$ cat src/rtl/eif_array_scheduler.sv
// ============================================================================
// Module  : eif_array_scheduler
// Purpose : Time-multiplexes one EIF update datapath over N_NEURONS virtual
//           neurons. Optional per-neuron refractory counters: REFRACTORY_EN.
// Rev     : 1.0  initial release
// ============================================================================
`default_nettype none

module eif_array_scheduler #(
    parameter int unsigned N_NEURONS    = 8,
    parameter int unsigned IDX_W        = 3,
    parameter logic [7:0]  U_REST       = 8'd50,
    parameter int unsigned REFRAC_STEPS = 2
) (
    input  logic             clk,
    input  logic             rst_n,
    input  logic             step_start,
    output logic             busy,
    output logic             step_done,
    output logic             overrun,
    input  logic             cur_wr_en,
    input  logic [IDX_W-1:0] cur_wr_addr,
    input  logic [7:0]       cur_wr_data,
    output logic             dp_req,
    output logic [7:0]       dp_state,
    output logic [7:0]       dp_current,
    input  logic             dp_ack,
    input  logic [7:0]       dp_next_state,
    input  logic             dp_spike,
    output logic             spike_valid,
    output logic [IDX_W-1:0] spike_id,
    input  logic             spike_ready
);

    localparam logic [2:0] S_IDLE = 3'd0;
    localparam logic [2:0] S_REQ  = 3'd1;
    localparam logic [2:0] S_EMIT = 3'd2;
    localparam logic [2:0] S_NEXT = 3'd3;
    localparam logic [2:0] S_DONE = 3'd4;

    localparam logic [IDX_W-1:0] c_LAST = IDX_W'(N_NEURONS - 1);
    localparam logic [IDX_W:0]   c_NUM  = (IDX_W + 1)'(N_NEURONS);

    logic [2:0]       r_state;
    logic [IDX_W-1:0] r_idx;
    logic             r_busy;
    logic             r_overrun;
    logic [7:0]       r_dp_state;
    logic [7:0]       r_dp_current;
    logic [IDX_W-1:0] r_spike_id;
    logic [7:0]       r_mem [N_NEURONS];
    logic [7:0]       r_cur [N_NEURONS];
    logic [IDX_W-1:0] w_idx_nxt;
    logic             w_skip;

    assign w_idx_nxt = r_idx + IDX_W'(1);

`ifdef REFRACTORY_EN
    localparam logic [3:0] c_REFRAC_LOAD = 4'(REFRAC_STEPS);
    logic [3:0] r_refrac [N_NEURONS];
    // A refractory neuron spends its REQ slot idle: no request is raised.
    assign w_skip = (r_refrac[r_idx] != 4'd0);
`else
    assign w_skip = 1'b0;
`endif

    assign busy        = r_busy;
    assign overrun     = r_overrun;
    assign step_done   = (r_state == S_DONE);
    assign dp_req      = (r_state == S_REQ) && !w_skip;
    assign dp_state    = r_dp_state;
    assign dp_current  = r_dp_current;
    assign spike_valid = (r_state == S_EMIT);
    assign spike_id    = r_spike_id;

    always_ff @(posedge clk or negedge rst_n) begin
        if (!rst_n) begin
            for (int i = 0; i < int'(N_NEURONS); i++) begin
                r_cur[i] <= 8'd0;
            end
        end else if (cur_wr_en && ({1'b0, cur_wr_addr} < c_NUM)) begin
            r_cur[cur_wr_addr] <= cur_wr_data;
        end
    end

    always_ff @(posedge clk or negedge rst_n) begin
        if (!rst_n) begin
            r_state      <= S_IDLE;
            r_idx        <= '0;
            r_busy       <= 1'b0;
            r_overrun    <= 1'b0;
            r_dp_state   <= 8'd0;
            r_dp_current <= 8'd0;
            r_spike_id   <= '0;
            for (int i = 0; i < int'(N_NEURONS); i++) begin
                r_mem[i] <= U_REST;
`ifdef REFRACTORY_EN
                r_refrac[i] <= 4'd0;
`endif
            end
        end else begin
            if (step_start && (r_state != S_IDLE)) begin
                r_overrun <= 1'b1;
            end
            case (r_state)
                S_IDLE: begin
                    if (step_start) begin
                        r_dp_state   <= r_mem[0];
                        r_dp_current <= r_cur[0];
                        r_busy       <= 1'b1;
                        r_state      <= S_REQ;
                    end
                end
                S_REQ: begin
                    if (w_skip) begin
`ifdef REFRACTORY_EN
                        r_refrac[r_idx] <= r_refrac[r_idx] - 4'd1;
`endif
                        r_mem[r_idx] <= U_REST;
                        r_state      <= S_NEXT;
                    end else if (dp_ack) begin
                        if (dp_spike) begin
                            r_mem[r_idx] <= U_REST;
                            r_spike_id   <= r_idx;
`ifdef REFRACTORY_EN
                            r_refrac[r_idx] <= c_REFRAC_LOAD;
`endif
                            r_state      <= S_EMIT;
                        end else begin
                            r_mem[r_idx] <= dp_next_state;
                            r_state      <= S_NEXT;
                        end
                    end
                end
                S_EMIT: begin
                    if (spike_ready) begin
                        r_state <= S_NEXT;
                    end
                end
                S_NEXT: begin
                    if (r_idx == c_LAST) begin
                        r_state <= S_DONE;
                    end else begin
                        r_idx        <= w_idx_nxt;
                        r_dp_state   <= r_mem[w_idx_nxt];
                        r_dp_current <= r_cur[w_idx_nxt];
                        r_state      <= S_REQ;
                    end
                end
                S_DONE: begin
                    r_idx   <= '0;
                    r_busy  <= 1'b0;
                    r_state <= S_IDLE;
                end
                default: r_state <= S_IDLE;
            endcase
        end
    end

endmodule

`default_nettype wire
$ cat config.mk
export PLATFORM = sky130hd
export DESIGN_NAME = eif_array_scheduler
export DESIGN_NICKNAME = d
export VERILOG_FILES = /design/src/rtl/eif_array_scheduler.sv
export SDC_FILE = /design/constraint.sdc
export NUM_CORES = 1
export LEC_CHECK = 0
export ABC_AREA = 1
export CORE_ASPECT_RATIO = 1.25
export CORE_MARGIN = 8
export CORE_UTILIZATION = 40
export CTS_BUF_LIST = sky130_fd_sc_hd__clkbuf_4
export DETAILED_ROUTE_END_ITERATION = 7
export PLACE_DENSITY = 0.54
export SKIP_CTS_REPAIR_TIMING = 1
export SLEW_MARGIN = 20
export SYNTH_ARGS = -nofsm -noshare
export SYNTH_HDL_FRONTEND = slang
export SYNTH_SLANG_ARGS = --single-unit
$ cat constraint.sdc
create_clock -name clk -period 2.3 [get_ports clk]
set_input_delay 0.23 -clock clk [delete_from_list [all_inputs] [get_ports clk]]
set_output_delay 0.23 -clock clk [all_outputs]
set_load 0.01 [all_outputs]
### Yosys cells after proc, flatten, opt, wreduce, memory -nomap -nowiden

Cells that the tools add are included.

| operators by class | value |
|---|---|
| mux-type cells | 29 |
| add/sub/neg operators | 1 |
| reductions and logical operators | 14 |
| $lt $le $gt $ge | 5 |
| bitwise logic cells | 6 |
| equality and inequality tests | 9 |

Operator list:

| operator | count |
|---|---|
| 64-bit bitwise mux | 2 |
| 8-bit 2-to-1 mux | 10 |
| 64-bit 2-to-1 mux | 1 |
| 8-bit binary-select mux with 3-bit select | 2 |
| 8-bit demux with 3-bit select | 2 |
| 40-bit bitwise AND | 1 |
| 40-bit inverter | 1 |
| 8-bit one-hot mux with 2 select lines | 2 |
| 24-bit bitwise OR | 1 |
| 3-bit 2-to-1 mux | 5 |
| 4-bit greater-or-equal comparator, second input constant | 3 |
| 3-bit inverter with 4-bit output | 3 |
| 3-bit one-hot mux with 4 select lines | 1 |
| 3-bit AND reduction | 3 |
| 4-bit by 1-bit less-than comparator with 1-bit output, second input constant | 2 |
| 3-bit by 2-bit equality test with 1-bit output, second input constant | 2 |
| 3-bit equality test, second input constant | 2 |
| 3-bit one-hot mux with 2 select lines | 1 |
| 2-bit AND reduction | 3 |
| 2-bit nonzero test | 3 |
| 2-bit by 1-bit inequality test with 1-bit output, second input constant | 2 |
| 2-bit inequality test, second input constant | 2 |
| 3-bit by 1-bit adder with 3-bit output, second input constant | 1 |
| 3-bit by 1-bit equality test with 1-bit output, second input constant | 1 |
| other kinds (5) | 8 |

| word-level totals | value |
|---|---|
| bits of input ports | 26 |
| output and inout bits | 24 |
| bits in registers | 155 |

### Longest topological paths before layout

Gate-level depths: netlist of run 1.

| logic depth | value |
|---|---|
| depth after elaboration | 8 |
| mapped depth | 10 |
| gate-level depth less buffers | 9 |

### Worst setup path before layout of run 1

No wires, ideal clock.

| path | value |
|---|---|
| path kind | reg-to-reg |
| from | register r_idx[1] |
| to | register r_dp_current[0] (netlist: dp_current[0]) |
| setup slack | 0.534 ns |
| required time | 2.179 ns |
| buffers on the path | 2 |
| clock period less this slack | 1.766 ns |
| setup time | 0.121 ns |
| data arrival time | 1.645 ns |
| stages on the path, launching flop included | 9 |
| cells stage by stage | dfrtp_1 > ha_1 > ha_1 > buf_2 > clkinv_1 > clkbuf_1 > nand3_1 > nand3_1 > a21oi_1 |

| on the way | value |
|---|---|
| cells in the longest elaborated chain, start to end | 7 |
| elaborated cells between the ends (all ways) | 10 |
| classes of those cells | 1 x add/sub; 2 x eq/ne; 5 x mux; 1 x bitwise; 1 x reduce/logical |

Ends and longest elaborated chain:

| what | line | text |
|---|---|---|
| from (decl) | 45 | `logic [IDX_W-1:0] r_idx;` |
| from (signal assigned) | 144 | `r_idx <= w_idx_nxt;` |
| 3-bit by 1-bit adder with 3-bit output | 56 | `assign w_idx_nxt = r_idx + IDX_W'(1);` |
| 3-bit inverter with 4-bit output (implied by the code) | 146 | `r_dp_current <= r_cur[w_idx_nxt];` |
| 8-bit binary-select mux with 3-bit select | 146 |  |
| 8-bit 2-to-1 mux (implied by the code) (2 in series) | 146 |  |
| 8-bit 2-to-1 mux | 141 | `if (r_idx == c_LAST) begin` |
| 8-bit one-hot mux with 2 select lines | 105 | `case (r_state)` |
| to (signal assigned) | 109 | `r_dp_current <= r_cur[0];` |
| to (signal assigned) | 146 |  |
| to (decl) | 49 | `logic [7:0] r_dp_current;` |

Parallel ways exist; a longest one is shown, timed or not. The select of a mux whose other input is x is not followed.
A chain may end at the register's enable or synchronous reset.

### Worst setup path after layout of run 1

| path | value |
|---|---|
| from | register r_state[2] |
| to | output dp_req |

| on the way | value |
|---|---|
| cells in the longest elaborated chain, start to end | 1 |

Ends and longest elaborated chain:

| what | line | text |
|---|---|---|
| from (decl) | 44 | `logic [2:0] r_state;` |
| from (signal assigned) | 88 | `r_state <= S_IDLE;` |
| from (signal assigned) | 111 | `r_state <= S_REQ;` |
| from (signal assigned) | 120 | `r_state <= S_NEXT;` |
| 3-bit by 1-bit equality test with 1-bit output | 70 | `assign dp_req = (r_state == S_REQ) && !w_skip;` |
| to (decl) | 24 | `output logic dp_req,` |

No other way between the ends.

==> impl_metrics.yaml, run 1 <==
critical_path:
  reg2reg_slack_ps: 210
  crit_family: "buffers and inverters"
  crit_type: "register to primary output"
  crit_chain: "inv_2 -> nand3_4 -> inv_1 -> clkdlybuf4s50_1"
  required_ps: 2070
  r2r_end: "dp_state[3]$_DFFE_PN0P_"
  cp_max_fo: 5
  r2r_cells: 6
  slowest_delay_ps: 540
  crit_buf_inv: 3
  crit_slowest_cell: "clkdlybuf4s50_1"
  reg2reg_from: "r_idx[1]$_DFFE_PN0P_"
  cp.arrival_ps: 1900
  end_kind: "primary output"
  startpoint_type: "register"
job:
  max_cap_violations: 0
yosys:
  synth_seq_area_share_pct: 52.1
  synthCells: 971
  syn_nets: 999
  synthDistinctLibCells: 30
  yosys_warnings: 0
  synth_seq_cells: 155
  syn_area_um2: 7510
  syn_avg_cell_area_um2: 7.73
placement:
  portBuffers: 49
  placed_cell_area_um2: 8270
  gp_congestion: 0.778
  hpwl_um: 13700
  pre_cts_ws_ps: 223
layout:
  fin_util_pct: 46.0
  final_cell_mix: "311 x nand2_1, 130 x dfrtp_1, 118 x inv_1, 117 x o21ai_0, 101 x nand3_1"
  nets: 1040
  post-route-cell-area_um2: 8530
  drive_gt1_share_pct: 9.17
  mostFrequentLayoutCell: "nand2_1"
  area_growth_pct: 13.7
  n_fill_cell: 1938
timing:
  max-slew-margin-rel_pct: 55.6
  fin_crit_ps: 2130
  clock_skew_ps: 17.7
  fmax_mhz: 470
  slew_viol_final: 0
  finalSetupViolCount: 0
  rsz0062_at_grt: "false"
  worst_pin_slew_ps: 662
  finalHoldViolCount: 0
  final.setup.tns_ps: 0
  fin_ws_ps: 170
  fin_crit_sh_pct: 92.6
drt:
  post_drt_via_cell_ratio: 4.89
  vias: 6157
  drt_first_pass_iters: 5
  routed_wl_um: 20800
  drt_iter0_drc: 454
  dr_wl_met3_um: 640
  drcViolationCount: 0
  avgRoutedWirePerCell_um: 16.5
  wl_met1_um: 8650
  top_layer: "met4"
  route.met2.wl_um: 10900
  final_antenna_net_count: 0
die:
  dieArea_um2: 23400
  die_y_um: 169
  fp-row-count: 56
  ios: 50
  initial_core_util_pct: 40.4
  core-area_um2: 18600
  dieWidth_um: 139
clock_network:
  cts-buffers-inserted: 17
  htree_levels: 4
  cts_tree: "built"
  clk_latency_ps: 560
  clock-sinks: 155
  clk_path_buf_depth: 2
  cts_root_buffer: "clkbuf_4"
  path_clk_slew_ps: 140
pwr:
  p_per_area_nw_per_um2: 1280
  ir_worst_vdd_v: 0.000618
  p_leak_uw: 0.00407
worst_hold_path:
  hp-class: "input pin to asynchronous set/reset pin"
global_routing:
  grt_overflow: 0
  grt_pass1_wl_um: 33500
  grt_pass1_vias: 6141
  groute.usage.overall_pct: 18.2
  antenna_found_initial: 1
  grt_max_degree: 71
run_status:
  status: "complete, no violations"
==> sequential cells by signal, indices dropped and copies added (netlist names) <==
name and cells:
r_cur 64, r_mem 64, dp_current 8, dp_state 8, r_idx 3, r_state 3
spike_id 3, busy 1, overrun 1
==> routing by layer <==
layer | vias to the layer above | track usage (%)
li1 | 3136 | -
met3 | 20 | 3.72
met2 | 104 | 33.8
met4 | 0 | 7.01
met5 | - | 0
met1 | 2897 | 19.9
==> metrics by stage <==
| step | power [µW] | hold slack, ps | cells |
|---|---|---|---|
| floorplan | 7550 | -65.6 | 971 |
| global placement | 9400 | 208 | 1224 |
| detailed placement | 9450 | 206 | 1224 |
| CTS | 11000 | -434 | 1256 |
| global route | 11800 | 135 | 1258 |
| finish | 10900 | 159 | 1258 |
==> worst max path at each step <==
| stage | startpoint | end | slack (ps) | depth (start not counted) |
|---|---|---|---|---|
| 2_1_floorplan | r_idx[1]$_DFFE_PN0P_ | dp_current[0]$_DFFE_PN0P_ | 530 | 8 |
| 3_3_place_gp | r_idx[1]$_DFFE_PN0P_ | dp_current[0]$_DFFE_PN0P_ | 260 | 6 |
| 4_1_cts | r_state[2]$_DFFE_PN0P_ | dp_req | 120 | 4 |
| 6_report | r_state[2]$_DFFE_PN0P_ | dp_req | 170 | 4 |
| 5_1_grt | r_idx[1]$_DFFE_PN0P_ | dp_current[6]$_DFFE_PN0P_ | 40 | 6 |
| 3_5_place_dp | r_idx[1]$_DFFE_PN0P_ | dp_state[6]$_DFFE_PN0P_ | 220 | 6 |
==> where the power goes <==
part / internal (µW) / leakage [µW] / switching (µW)
registers: 3700 / 0.00191 / 488
logic: 1850 / 0.00203 / 3310
clock network: 564 / 0.000126 / 998
total: 6120 / 0.00407 / 4800
==> cell usage after synthesis <==
library cell | n | area, µm²
or2_2 | 1 | 6.26
nor3_4 | 1 | 16.3
nand3_1 | 101 | 505
buf_2 | 17 | 85.1
nand2_1 | 311 | 1170
o21ai_0 | 117 | 586
inv_1 | 118 | 443
buf_1 | 7 | 26.3
nand3_2 | 4 | 40.0
nand2_2 | 2 | 12.5
nand4_4 | 3 | 63.8
a31oi_1 | 1 | 6.26
nor3_1 | 1 | 5.00
inv_2 | 4 | 15.0
nor2_1 | 60 | 225
nor2_4 | 2 | 22.5
a21o_1 | 1 | 7.51
clkinv_1 | 1 | 3.75
o21ai_1 | 19 | 95.1
ha_1 | 2 | 25.0
dfstp_2 | 24 | 631
buf_6 | 2 | 22.5
buf_4 | 3 | 22.5
nand2_4 | 1 | 11.3
clkbuf_1 | 17 | 63.8
nor3_2 | 1 | 10.0
o22ai_1 | 2 | 12.5
a21oi_1 | 16 | 80.1
nand3_4 | 1 | 17.5
dfrtp_1 | 131 | 3280
==> worst reg2reg max path, delay by kind of cell, from the launching register on <==
| kind | cells | cell delay [ps] |
|---|---|---|
| and+or+nand+nor | 2 | 390 |
| AOI/OAI and AO/OA | 1 | 140 |
| DFF | 1 | 460 |
| buffers and inverters | 1 | 530 |
| adders and majority gates | 2 | 500 |
==> layout make-up <==
class / count / area [µm²] / share of cell area [%]
clock inverter: 12 / 103 / 1.20
multi-input combinational: 647 / 2920 / 34.2
tap: 232 / 290 / 3.40
antenna: 1 / 2.50 / 0.0293
sequential: 155 / 3910 / 45.8
timing repair buffer: 68 / 699 / 8.20
inverter: 123 / 462 / 5.41
clock buffer: 20 / 150 / 1.76
==> logic make-up after synthesis <==
group	Yosys count	synth area share [%]
simple gates	489	28.0
buf+inv	169	9.08
compound gates	156	10.5
flops	155	52.1
fa+ha+maj	2	0.333
(Power assumes the default switching activity.)
==> run 2: changes to the inputs <==
--- a/config.mk
+++ b/config.mk
@@ -7,7 +7,7 @@
 export LEC_CHECK = 0
 export ABC_AREA = 1
 export CORE_ASPECT_RATIO = 1.25
-export CORE_MARGIN = 8
+export CORE_MARGIN = 5
 export CORE_UTILIZATION = 40
 export CTS_BUF_LIST = sky130_fd_sc_hd__clkbuf_4
 export DETAILED_ROUTE_END_ITERATION = 7
==> run 2 against run 1 <==
Clock power increased by 29%. Largest cell class unchanged. Sequential cell count unchanged. Highest routed layer unchanged. Sequential power about the same. Fmax decreased by 0.21%. Via count increased by 0.50%. Die area decreased by 7.7%. Critical path type unchanged. Sequential share of layout area decreased by 0.51 points. Final cell count increased by 0.16%. Hold slack improved by 5.6 ps.
==> impl_metrics.yaml, run 2 (synthesized netlist as in run 1, its figures left out) <==
critical_path:
  crit_slowest_cell: "clkdlybuf4s50_1"
  reg2reg_slack_ps: 380
  cp_num_cells: 4
  startpoint_type: "register"
  crit_chain: "inv_1 -> nand2_1 -> nor2_1 -> clkdlybuf4s50_1"
  end_kind: "primary output"
  required_ps: 2070
  cp.arrival_ps: 1900
  crit_family: "buffers and inverters"
  crit_buf_inv: 2
  slowest_delay_ps: 550
  r2r_cells: 9
  cp_max_fo: 4
  crit_type: "register to primary output"
layout:
  regArea_um2: 3910
  multi_input_area_um2: 2920
  drive_gt1_share_pct: 9.26
  nets: 1041
  stdcell_count: 1260
  final_cell_mix: "311 x nand2_1, 130 x dfrtp_1, 118 x inv_1, 117 x o21ai_0, 101 x nand3_1"
  area_growth_pct: 14.9
  n_fill_cell: 1926
  largest_registers: "r_cur: 64 flops, r_mem: 64 flops"
  mostFrequentLayoutCell: "nand2_1"
drt:
  vias: 6188
  post_drt_via_cell_ratio: 4.91
  avgRoutedWirePerCell_um: 16.4
  drt_iter0_drc: 445
  drt_first_pass_iters: 5
  final_antenna_net_count: 0
  routed_wl_um: 20700
  drcViolationCount: 0
pwr:
  p_per_area_nw_per_um2: 1320
  ir_worst_vdd_v: 0.000590
  p_leak_uw: 0.00411
global_routing:
  global_route.usage.met3_pct: 3.42
  met2_usage_pct: 36.5
  antenna_found_initial: 1
  grt_max_degree: 56
  top_usage_layer: "met2"
  groute.usage.overall_pct: 20.2
  grt_pass1_vias: 6091
  use_met1_pct: 23.9
  grt_overflow: 0
  grt_pass1_wl_um: 33900
timing:
  max-slew-margin-rel_pct: 54.2
  finalHoldViolCount: 0
  slew_viol_final: 0
  fin_crit_ps: 2130
  whs_ps: 164
  fin_crit_sh_pct: 92.8
  fin_ws_ps: 166
  final.setup.tns_ps: 0
  fmax_mhz: 469
  rsz0062_at_grt: "false"
  clock_skew_ps: 15.1
  finalSetupViolCount: 0
  worst_pin_slew_ps: 688
die:
  die_y_um: 163
  dieWidth_um: 133
  initial_core_util_pct: 40.3
  fp-row-count: 56
  ios: 50
  dieArea_um2: 21600
  core-area_um2: 18600
placement:
  hpwl_um: 14100
  pre_cts_ws_ps: 437
  gp_congestion: 0.839
  place_inst: 1225
  portBuffers: 49
clock_network:
  cts-buffers-inserted: 17
  clk_latency_ps: 570
  path_clk_slew_ps: 140
  htree_levels: 4
  clk_path_buf_depth: 2
  cts_root_buffer: "clkbuf_4"
  clock-sinks: 155
  cts_tree: "built"
job:
  max_cap_violations: 0
run_status:
  status: "complete, no violations"
worst_hold_path:
  hp-class: "input pin to asynchronous set/reset pin"
run 2: cell types whose count changed in the layout (fill, tap and decap cells not counted):
| cell | before | now |
|---|---|---|
| bufinv_16 | 1 | 5 |
| clkbuf_4 | 20 | 17 |
| buf_4 | 13 | 15 |
| clkinv_2 | 2 | 0 |
| clkinv_4 | 1 | 3 |
| buf_12 | 5 | 4 |
| clkinvlp_4 | 5 | 4 |
| diode_2 | 1 | 2 |
run 2: area by class of cell:
class / instances / share of cell area, %
repair buffers: 69 / 8.05
well taps: 232 / 3.36
diodes: 2 / 0.0580
flip-flops and latches: 155 / 45.3
inverters: 123 / 5.35
clock inverters: 15 / 2.58
clock buffers: 17 / 1.48
multi-input cells: 647 / 33.8
run 2: report_power, final:
part	switching [µW]	leakage (µW)	total [µW]	internal, µW
sequential	491	0.00191	4190	3700
combinational	3310	0.00203	5150	1840
clock	1040	0.000170	2010	970
total	4840	0.00411	11300	6510
run 2: stage by stage:
step	instance area [µm²]	util, %	total power (µW)
2_1_floorplan	7510	-	7550
3_3_place_gp	8260	44.3	9380
3_5_place_dp	8260	44.3	9450
4_1_cts	8610	46.2	11500
5_1_grt	8630	46.3	12300
6_report	8630	46.3	11300
run 2: final timing paths:
path,from,end
hold reg to reg,overrun$_DFFE_PN0P_,overrun$_DFFE_PN0P_
min in group clk,cur_wr_data[3],r_cur[3]$_DFFE_PN0P_
setup reg to reg,r_idx[1]$_DFFE_PN0P_,dp_current[5]$_DFFE_PN0P_
setup / recovery,r_state[0]$_DFFE_PN0P_,step_done
hold / removal,rst_n,r_mem[40]$_DFFE_PN0P_
max in group asynchronous,rst_n,r_mem[20]$_DFFE_PN1P_
run 2: layer usage:
metal  share of wire (%)  vias up
met5                   0        -
met4                 3.2        0
met3                 2.8       37
met2                  52      112
met1                  42     2906
li1                    -     3133
